<file path="config.mk">
export PLATFORM = sky130hd
export DESIGN_NAME = geofence_host_flat
export DESIGN_NICKNAME = d
export VERILOG_FILES = /design/src/rtl/geofence_host_if.sv /design/src/rtl/geofence_host.sv /design/src/flat_wrapper.sv
export SDC_FILE = /design/constraint.sdc
export NUM_CORES = 1
export LEC_CHECK = 0
export BUFFER_PORTS_ARGS = -buffer_cell sky130_fd_sc_hd__buf_4
export CAP_MARGIN = 20
export CORE_UTILIZATION = 30
export DETAILED_ROUTE_END_ITERATION = 8
export GPL_ROUTABILITY_DRIVEN = 0
export PLACE_DENSITY_LB_ADDON = 0.2
export SETUP_SLACK_MARGIN = 0.1
export SLEW_MARGIN = 20
export SYNTH_ARGS = -nofsm -noshare
export SYNTH_HDL_FRONTEND = slang
export SYNTH_SLANG_ARGS = --single-unit
</file>
<file path="constraint.sdc">
create_clock -name clk -period 9.6 [get_ports clk]
set_input_delay 0.96 -clock clk [delete_from_list [all_inputs] [get_ports clk]]
set_output_delay 0.96 -clock clk [all_outputs]
set_load 0.005 [all_outputs]
</file>
<file path="src/rtl/geofence_host_if.sv">
// rtl/geofence_host_if.sv - ROM read port and geofence engine point/result bus
interface geofence_host_if #(
  parameter int ADDR_W = 7
);
  logic              pt_rd;
  logic [ADDR_W-1:0] pt_addr;
  logic [19:0]       pt_rdata;
  logic              gf_reset;
  logic [9:0]        X;
  logic [9:0]        Y;
  logic              valid;
  logic              is_inside;

  modport master (
    output pt_rd, pt_addr, gf_reset, X, Y,
    input  pt_rdata, valid, is_inside
  );

  modport slave (
    input  pt_rd, pt_addr, gf_reset, X, Y,
    output pt_rdata, valid, is_inside
  );
endinterface

</file>
<file path="src/rtl/geofence_host.sv">
// rtl/geofence_host.sv - drives the geofence engine from ROM point groups and scores its results
module geofence_host #(
  parameter int NUM_GROUPS = 16,
  parameter int ADDR_W     = 7,
  parameter int TIMEOUT    = 1024,
  parameter int CNT_W      = 8
) (
  input  logic                  clk,
  input  logic                  reset,
  input  logic                  start,
  geofence_host_if.master       gf,
  output logic                  busy,
  output logic                  done,
  output logic [CNT_W-1:0]      pass_cnt,
  output logic [CNT_W-1:0]      fail_cnt,
  output logic                  fail_seen,
  output logic [ADDR_W-4:0]     first_fail,
  output logic                  timeout_err
);
  localparam int GW  = ADDR_W - 3;
  localparam int WDW = $clog2(TIMEOUT + 1);

  typedef enum logic [2:0] {IDLE, FETCH, SEND, WAIT, DONE} state_t;

  state_t         state, stateNext;
  logic [3:0]     step;
  logic [GW-1:0]  group;
  logic [WDW-1:0] watchdog;
  logic [19:0]    ptBuf [0:7];

  logic validHit, timeoutHit, groupEnd, isFail, lastGroup;

  assign validHit   = (state == WAIT) && gf.valid;
  assign timeoutHit = (state == WAIT) && !gf.valid && (watchdog == WDW'(TIMEOUT - 1));
  assign groupEnd   = validHit || timeoutHit;
  assign isFail     = timeoutHit || (validHit && (gf.is_inside != ptBuf[7][0]));
  assign lastGroup  = (group == GW'(NUM_GROUPS - 1));

  // ROM port decodes straight from state so the read lines up with the f_i cycle
  assign gf.pt_rd   = (state == FETCH) && !step[3];
  assign gf.pt_addr = gf.pt_rd ? {group, step[2:0]} : '0;

  always_ff @(posedge clk) begin
    if (reset) state <= IDLE;
    else       state <= stateNext;
  end

  always_comb begin
    stateNext = state;
    case (state)
      IDLE, DONE: if (start) stateNext = FETCH;
      FETCH:      if (step == 4'd8) stateNext = SEND;
      SEND:       if (step == 4'd6) stateNext = WAIT;
      WAIT:       if (groupEnd) stateNext = lastGroup ? DONE : FETCH;
      default:    stateNext = IDLE;
    endcase
  end

  always_ff @(posedge clk) begin
    if (reset) begin
      gf.gf_reset <= 1'b1;
      gf.X        <= '0;
      gf.Y        <= '0;
      busy        <= 1'b0;
      done        <= 1'b0;
      pass_cnt    <= '0;
      fail_cnt    <= '0;
      fail_seen   <= 1'b0;
      first_fail  <= '0;
      timeout_err <= 1'b0;
      step        <= '0;
      group       <= '0;
      watchdog    <= '0;
    end else begin
      busy <= (stateNext == FETCH) || (stateNext == SEND) || (stateNext == WAIT);
      done <= (stateNext == DONE);
      case (state)
        IDLE, DONE: begin
          if (start) begin
            pass_cnt    <= '0;
            fail_cnt    <= '0;
            fail_seen   <= 1'b0;
            first_fail  <= '0;
            timeout_err <= 1'b0;
            group       <= '0;
            step        <= '0;
          end
        end
        FETCH: begin
          // ROM data for word i arrives one cycle after its read
          if (step != 4'd0) ptBuf[step[2:0] - 3'd1] <= gf.pt_rdata;
          if (step == 4'd8) begin
            step           <= '0;
            gf.gf_reset    <= 1'b0;
            {gf.X, gf.Y}   <= ptBuf[0];
          end else begin
            step <= step + 4'd1;
          end
        end
        SEND: begin
          if (step == 4'd6) begin
            step     <= '0;
            gf.X     <= '0;
            gf.Y     <= '0;
            watchdog <= '0;
          end else begin
            step         <= step + 4'd1;
            {gf.X, gf.Y} <= ptBuf[step[2:0] + 3'd1];
          end
        end
        WAIT: begin
          watchdog <= watchdog + WDW'(1);
          if (groupEnd) begin
            gf.gf_reset <= 1'b1;
            step        <= '0;
            if (!lastGroup) group <= group + GW'(1);
            if (isFail) begin
              if (fail_cnt != '1) fail_cnt <= fail_cnt + CNT_W'(1);
              if (!fail_seen) begin
                fail_seen  <= 1'b1;
                first_fail <= group;
              end
            end else if (pass_cnt != '1) begin
              pass_cnt <= pass_cnt + CNT_W'(1);
            end
            if (timeoutHit) timeout_err <= 1'b1;
          end
        end
        default: ;
      endcase
    end
  end
endmodule

</file>
<file path="src/flat_wrapper.sv">
// flat-port wrapper written by rule: the top's interface ports become plain ports
module geofence_host_flat 
#(
  parameter int NUM_GROUPS = 16,
  parameter int ADDR_W     = 7,
  parameter int TIMEOUT    = 1024,
  parameter int CNT_W      = 8
)
  (clk, reset, start, busy, done, pass_cnt, fail_cnt, fail_seen, first_fail, timeout_err, gf_pt_rd, gf_pt_addr, gf_gf_reset, gf_X, gf_Y, gf_pt_rdata, gf_valid, gf_is_inside);
  geofence_host_if #(.ADDR_W(ADDR_W)) gf_i ();
  input  logic clk;
  input  logic reset;
  input  logic start;
  output logic busy;
  output logic done;
  output logic [CNT_W-1:0] pass_cnt;
  output logic [CNT_W-1:0] fail_cnt;
  output logic fail_seen;
  output logic [ADDR_W-4:0] first_fail;
  output logic timeout_err;
  output wire logic [$bits(gf_i.pt_rd)-1:0] gf_pt_rd;
  output wire logic [$bits(gf_i.pt_addr)-1:0] gf_pt_addr;
  output wire logic [$bits(gf_i.gf_reset)-1:0] gf_gf_reset;
  output wire logic [$bits(gf_i.X)-1:0] gf_X;
  output wire logic [$bits(gf_i.Y)-1:0] gf_Y;
  input wire logic [$bits(gf_i.pt_rdata)-1:0] gf_pt_rdata;
  input wire logic [$bits(gf_i.valid)-1:0] gf_valid;
  input wire logic [$bits(gf_i.is_inside)-1:0] gf_is_inside;
  assign gf_pt_rd = gf_i.pt_rd;
  assign gf_pt_addr = gf_i.pt_addr;
  assign gf_gf_reset = gf_i.gf_reset;
  assign gf_X = gf_i.X;
  assign gf_Y = gf_i.Y;
  assign gf_i.pt_rdata = gf_pt_rdata;
  assign gf_i.valid = gf_valid;
  assign gf_i.is_inside = gf_is_inside;
  geofence_host #(.NUM_GROUPS(NUM_GROUPS), .ADDR_W(ADDR_W), .TIMEOUT(TIMEOUT), .CNT_W(CNT_W)) u_core (.clk(clk), .reset(reset), .start(start), .gf(gf_i), .busy(busy), .done(done), .pass_cnt(pass_cnt), .fail_cnt(fail_cnt), .fail_seen(fail_seen), .first_fail(first_fail), .timeout_err(timeout_err));
endmodule
</file>
# Word level (Yosys, flattened, before mapping)
# Memories as Yosys holds them, arrays and structs flattened.
# Cells that the tools add are included.
[word_totals]
ram_bits = 160
output_inout_bits = 53
word_cells = 127
regBits = 67
inputBits = 25
mem_count = 1
[mem_list]
columns = ["name", "depth", "word_bits", "rd", "rd_ports_with_merged_regs", "wr", "line", "text"]
rows = [
  ["u_core.ptBuf", 8, 20, 3, 0, 1, "geofence_host.sv:29", "logic [19:0] ptBuf [0:7];"],
]
[classes]
reduce_logical = 29
addsub = 7
eq_ne = 26
n_mux = 50
[op_table]
columns = ["operator", "count"]
rows = [
  ["$mux W8", 7],
  ["$mux W10", 4],
  ["$pmux W10 S2", 2],
  ["$mux W4", 9],
  ["$pmux W8 S2", 2],
  ["$pmux W11 S2", 1],
  ["$add A8 B1 Y8 const B", 2],
  ["$ne A8 B8 Y1 const B", 2],
  ["$pmux W4 S2", 2],
  ["$pmux W4 S4", 1],
  ["$mux W3", 5],
  ["$reduce_and A5 Y1", 3],
  ["$ne A2 B2 Y1 const B", 7],
  ["$eq A3 B2 Y1 const B", 4],
  ["$pmux W3 S4", 1],
  ["$reduce_and A4 Y1", 3],
  ["$add A11 B1 Y11 const B", 1],
  ["$eq A11 B10 Y1 const B", 1],
  ["$mux W1", 11],
  ["$mux W11", 1],
  ["$add A4 B1 Y4 const B", 2],
  ["$eq A4 B4 Y1 const B", 2],
  ["$ne A2 B1 Y1 const B", 4],
  ["$reduce_bool A2 Y1", 4],
  ["16 further kinds", 31],
]

# Logic depth before layout (Yosys ltp)
[logic_depth]
word_depth = 9
mapped_depth = 10

# Worst setup path before layout
# No wires, ideal clock.
[synth_timing]
kind = "register to register"
startpoint = "register u_core.step[0]"
endpoint = "memory u_core.ptBuf[3][0] (enable)"
setup_slack_ns = 5.658
setup_ns = 0.422
period_less_slack_ns = 3.942
t_arrival_ns = 3.520
path_stages_with_launch = 8
t_required_ns = 9.178
path_cell_list = "dfxtp_1 clkbuf_1 clkbuf_1 inv_1 ha_1 clkbuf_1 clkbuf_1 nor3_1"
[synth_between]
elab_chain_cells = 5
word_cells_on_any_way = 6
cone_classes = "1 x add/sub; 4 x mux; 1 x reduce/logical"
[synth_rtl]
columns = ["item", "line", "text"]
rows = [
  ["start, declared", "geofence_host.sv:26", "logic [3:0] step;"],
  ["start signal, assigned", "geofence_host.sv:97", "step <= step + 4'd1;"],
  ["start signal, assigned", "geofence_host.sv:107", "step <= step + 4'd1;"],
  ["$reduce_bool A4 Y1", "geofence_host.sv:91", "if (step != 4'd0) ptBuf[step[2:0] - 3'd1] <= gf.pt_rdata;"],
  ["$mux W1", "geofence_host.sv:91", ""],
  ["$mux W1", "geofence_host.sv:77", "case (state)"],
  ["$mux W1", "geofence_host.sv:60", "if (reset) begin"],
  ["$mux W1 (implied by the code)", "geofence_host.sv:91", ""],
  ["end, declared", "geofence_host.sv:29", ""],
]
# Several ways; a longest one is shown, not always the timed one.

# Final worst setup path
[layout_timing]
startpoint = "register u_core.step[0]"
endpoint = "memory u_core.ptBuf[0][13] (enable)"
# Same word-level chain as after synthesis.

==> impl_metrics.py <==
metrics = {
    "outcome": {
        "status": "complete, no violations",
    },
    "sta": {
        "max-slew-margin-rel": 0.264,
        "clock.fmax_mhz": 276,
        "finalCritPeriodShare": 0.378,
        "final-max-slew-violation-count": 0,
        "worst_pin_slew_ps": 1100,
        "rsz0062_at_grt": "false",
        "fin_crit_ps": 3630,
        "setup_viol": 0,
        "finalSetupTns_ps": 0,
        "report.final.hold_viol_count": 0,
        "fin_skew_ps": 11.6,
        "fin_ws_ps": 5970,
    },
    "worst_setup_path": {
        "critPathKind": "flop to flop",
        "startpoint": "u_core.step[0]$_SDFFE_PP0P_",
        "crit_path_top_delay_cell": "buf_4",
        "worstPathCellList": "buf_4 > inv_1 > ha_2 > buf_4 > nand2_1 > nor2_2 > buf_4",
        "rr_worst_depth": 7,
        "crit_cells": 7,
        "crit_required_ps": 9810,
        "cp_slowest_stage_delay_ps": 680,
        "critPathLaunchType": "flop",
        "cpMostUsedCell": "buf_4",
        "end_kind": "flop",
        "regToRegSetupSlack_ps": 5970,
        "cp_max_fo": 45,
        "timing.rr.start": "u_core.step[0]$_SDFFE_PP0P_",
        "rr_endpoint": "u_core.ptBuf[0][13]$_DFFE_PP_",
        "endpoint": "u_core.ptBuf[0][13]$_DFFE_PP_",
        "crit_buf_inv": 4,
        "crit_arrival_ps": 3840,
        "critPathTopFamily": "buffers and inverters",
    },
    "pwr": {
        "vdd_drop_max_mv": 0.127,
        "powerDensity_mw_per_mm2": 190,
        "power_mw": 2.09,
        "leakage_nw": 3.63,
    },
    "worst_hold_path": {
        "hold_path.class": "flop to flop",
        "worstHoldStart": "u_core.timeout_err$_SDFFE_PP0P_",
    },
    "layout": {
        "layout_common_cells": "edfxtp_1 (160), buf_4 (90), dfxtp_1 (66), o21ai_0 (54), a21oi_1 (50)",
        "fill_cells": 2825,
        "multi_input_area_sq_mm": 0.00284,
        "finalNonFillerCells": 1122,
        "drive_gt1_frac": 0.250,
        "ff_latch_area_sq_mm": 0.00615,
        "layout_commonest_cell": "edfxtp_1",
        "n_antenna_cell": 0,
        "syn_to_final_growth_pct": 20.3,
        "final_area_sq_mm": 0.0110,
        "layout.nets": 745,
    },
    "drt": {
        "wl_met2_microns": 10600,
        "wl_met3_microns": 1270,
        "routed_wl_microns": 21700,
        "top_layer_used": "met5",
        "drtAntennaViolNets": 0,
        "drt_iter0_drc": 434,
        "dr.pass1.iters": 5,
        "vias_per_cell": 5.11,
        "routed-via-count": 5739,
        "wl_per_cell_microns": 19.4,
        "wl_met1_microns": 9530,
        "drc": 0,
    },
    "global_route": {
        "grt_pass1_wl_microns": 34400,
        "grt_antenna_before_repair": 1,
        "grt_max_degree": 46,
        "overflow": 0,
        "grt_pass1_vias": 5958,
        "grt_usage": 0.142,
    },
    "clock_tree": {
        "root_buffer": "clkbuf_16",
        "cts-hold-fix-buffers": 0,
        "path_clk_slew_ps": 60,
        "cts.sinks": 227,
        "cts.repair.resized": 0,
        "postCtsSetupRepairBufs": 0,
        "htree_levels": 1,
        "cts_tree": "built",
        "cts-buffers-inserted": 25,
        "clock_latency_ps": 530,
        "cts_buffer_depth": 3,
    },
    "die": {
        "start_util": 0.306,
        "io_pins": 78,
        "fp.dieW_microns": 176,
        "rows": 63,
        "die_h_microns": 176,
        "dieArea_sq_mm": 0.0311,
        "design.core.area_sq_mm": 0.0298,
    },
    "placed_design": {
        "pre_cts_ws_ps": 5880,
        "dp_hpwl_microns": 13400,
        "port_buffers": 77,
        "placed_area_sq_mm": 0.0102,
        "dp_cells": 1076,
    },
    "job": {
        "cap_violations": 0,
    },
    "logic_synthesis": {
        "async_reset_ff_frac": 0,
        "seq_area_frac_synth": 0.674,
        "netlist_instances": 632,
        "synth_top_cell_area_share": 0.527,
        "synth_top_area_cell": "edfxtp_1",
        "avgSynthCellArea_sq_um": 14.4,
        "syn_nets": 664,
        "ys.flop_type": "edfxtp_1",
        "synthTopCellsByArea": "edfxtp_1 (53%), dfxtp_1 (15%), mux4_2 (9.9%)",
        "ys_ff_latch": 227,
        "yosys_warnings": 0,
        "synth_edf_count": 160,
        "synth_area_sq_mm": 0.00912,
        "yosysUniqueCellTypes": 50,
    },
}
-- cell type report --
cell class              count  area share
flip-flops and latches    227       0.560
multi-input cells         359       0.259
clock buffers              36      0.0635
repair buffers             90      0.0616
well taps                 390      0.0445
clock inverters            10     0.00810
inverters                  10     0.00342
-- state kept, by name (all words and copies together), names as in the netlist --
name / flops
u_core.busy: 1
u_core.done: 1
u_core.fail_cnt: 8
u_core.fail_seen: 1
u_core.first_fail: 4
u_core.gf.X: 10
u_core.gf.Y: 10
u_core.gf.gf_reset: 1
u_core.group: 4
u_core.pass_cnt: 8
u_core.ptBuf: 160
u_core.state: 3
u_core.step: 4
u_core.timeout_err: 1
u_core.watchdog: 11
-- stage by stage --
step                       util  hold slack, ps
after floorplan               -             461
after global placement    0.342             466
after detailed placement  0.342             469
after CTS                 0.368             483
after global routing      0.368             527
final                     0.368             482
-- tightest hold or removal path: cells and delay by family, from the launching register on --
kind,cells,cell delay (ps)
DFF,1,330
and+or+nand+nor,2,120
-- routing by layer --
| layer | track usage | vias to the layer above |
|---|---|---|
| li1 | - | 2646 |
| met1 | 0.186 | 2875 |
| met2 | 0.241 | 180 |
| met3 | 0.0297 | 36 |
| met4 | 0.0334 | 2 |
| met5 | 0 | - |
-- worst min-delay path by stage --
stage | to | slack (ps) | depth (start not counted)
floorplan | u_core.gf.gf_reset$_SDFFE_PP1P_ | 460 | 1
global route | u_core.timeout_err$_SDFFE_PP0P_ | 530 | 2
detailed placement | u_core.timeout_err$_SDFFE_PP0P_ | 470 | 2
finish | u_core.timeout_err$_SDFFE_PP0P_ | 480 | 2
global placement | u_core.gf.gf_reset$_SDFFE_PP1P_ | 470 | 1
CTS | u_core.timeout_err$_SDFFE_PP0P_ | 480 | 2
-- where the power goes --
part	switching (mW)	total, mW	internal (mW)
clock network	0.384	0.917	0.534
registers	0.00338	1.06	1.05
logic	0.0639	0.114	0.0500
-- synthesized netlist by cell type, types with 8 or more instances --
master,instances
or3_1,8
nor2_1,34
nand2_1,23
dfxtp_1,67
nor3_1,17
a22oi_1,24
clkbuf_1,31
nand3_1,17
a21oi_1,50
edfxtp_1,160
o21ai_0,54
inv_1,10
mux4_2,40
-- cell families after synthesis --
group	count (synthesis)	share of synthesized area
adder cells (fa/ha/maj)	7	0.00960
multiplexers	40	0.0988
AND/OR/NAND/NOR	149	0.0887
flip-flops	227	0.674
XOR/XNOR	8	0.00768
buffers and inverters	46	0.0192
AO/OA/AOI/OAI	155	0.102
Note: power is estimated with default switching activity, not from simulation.
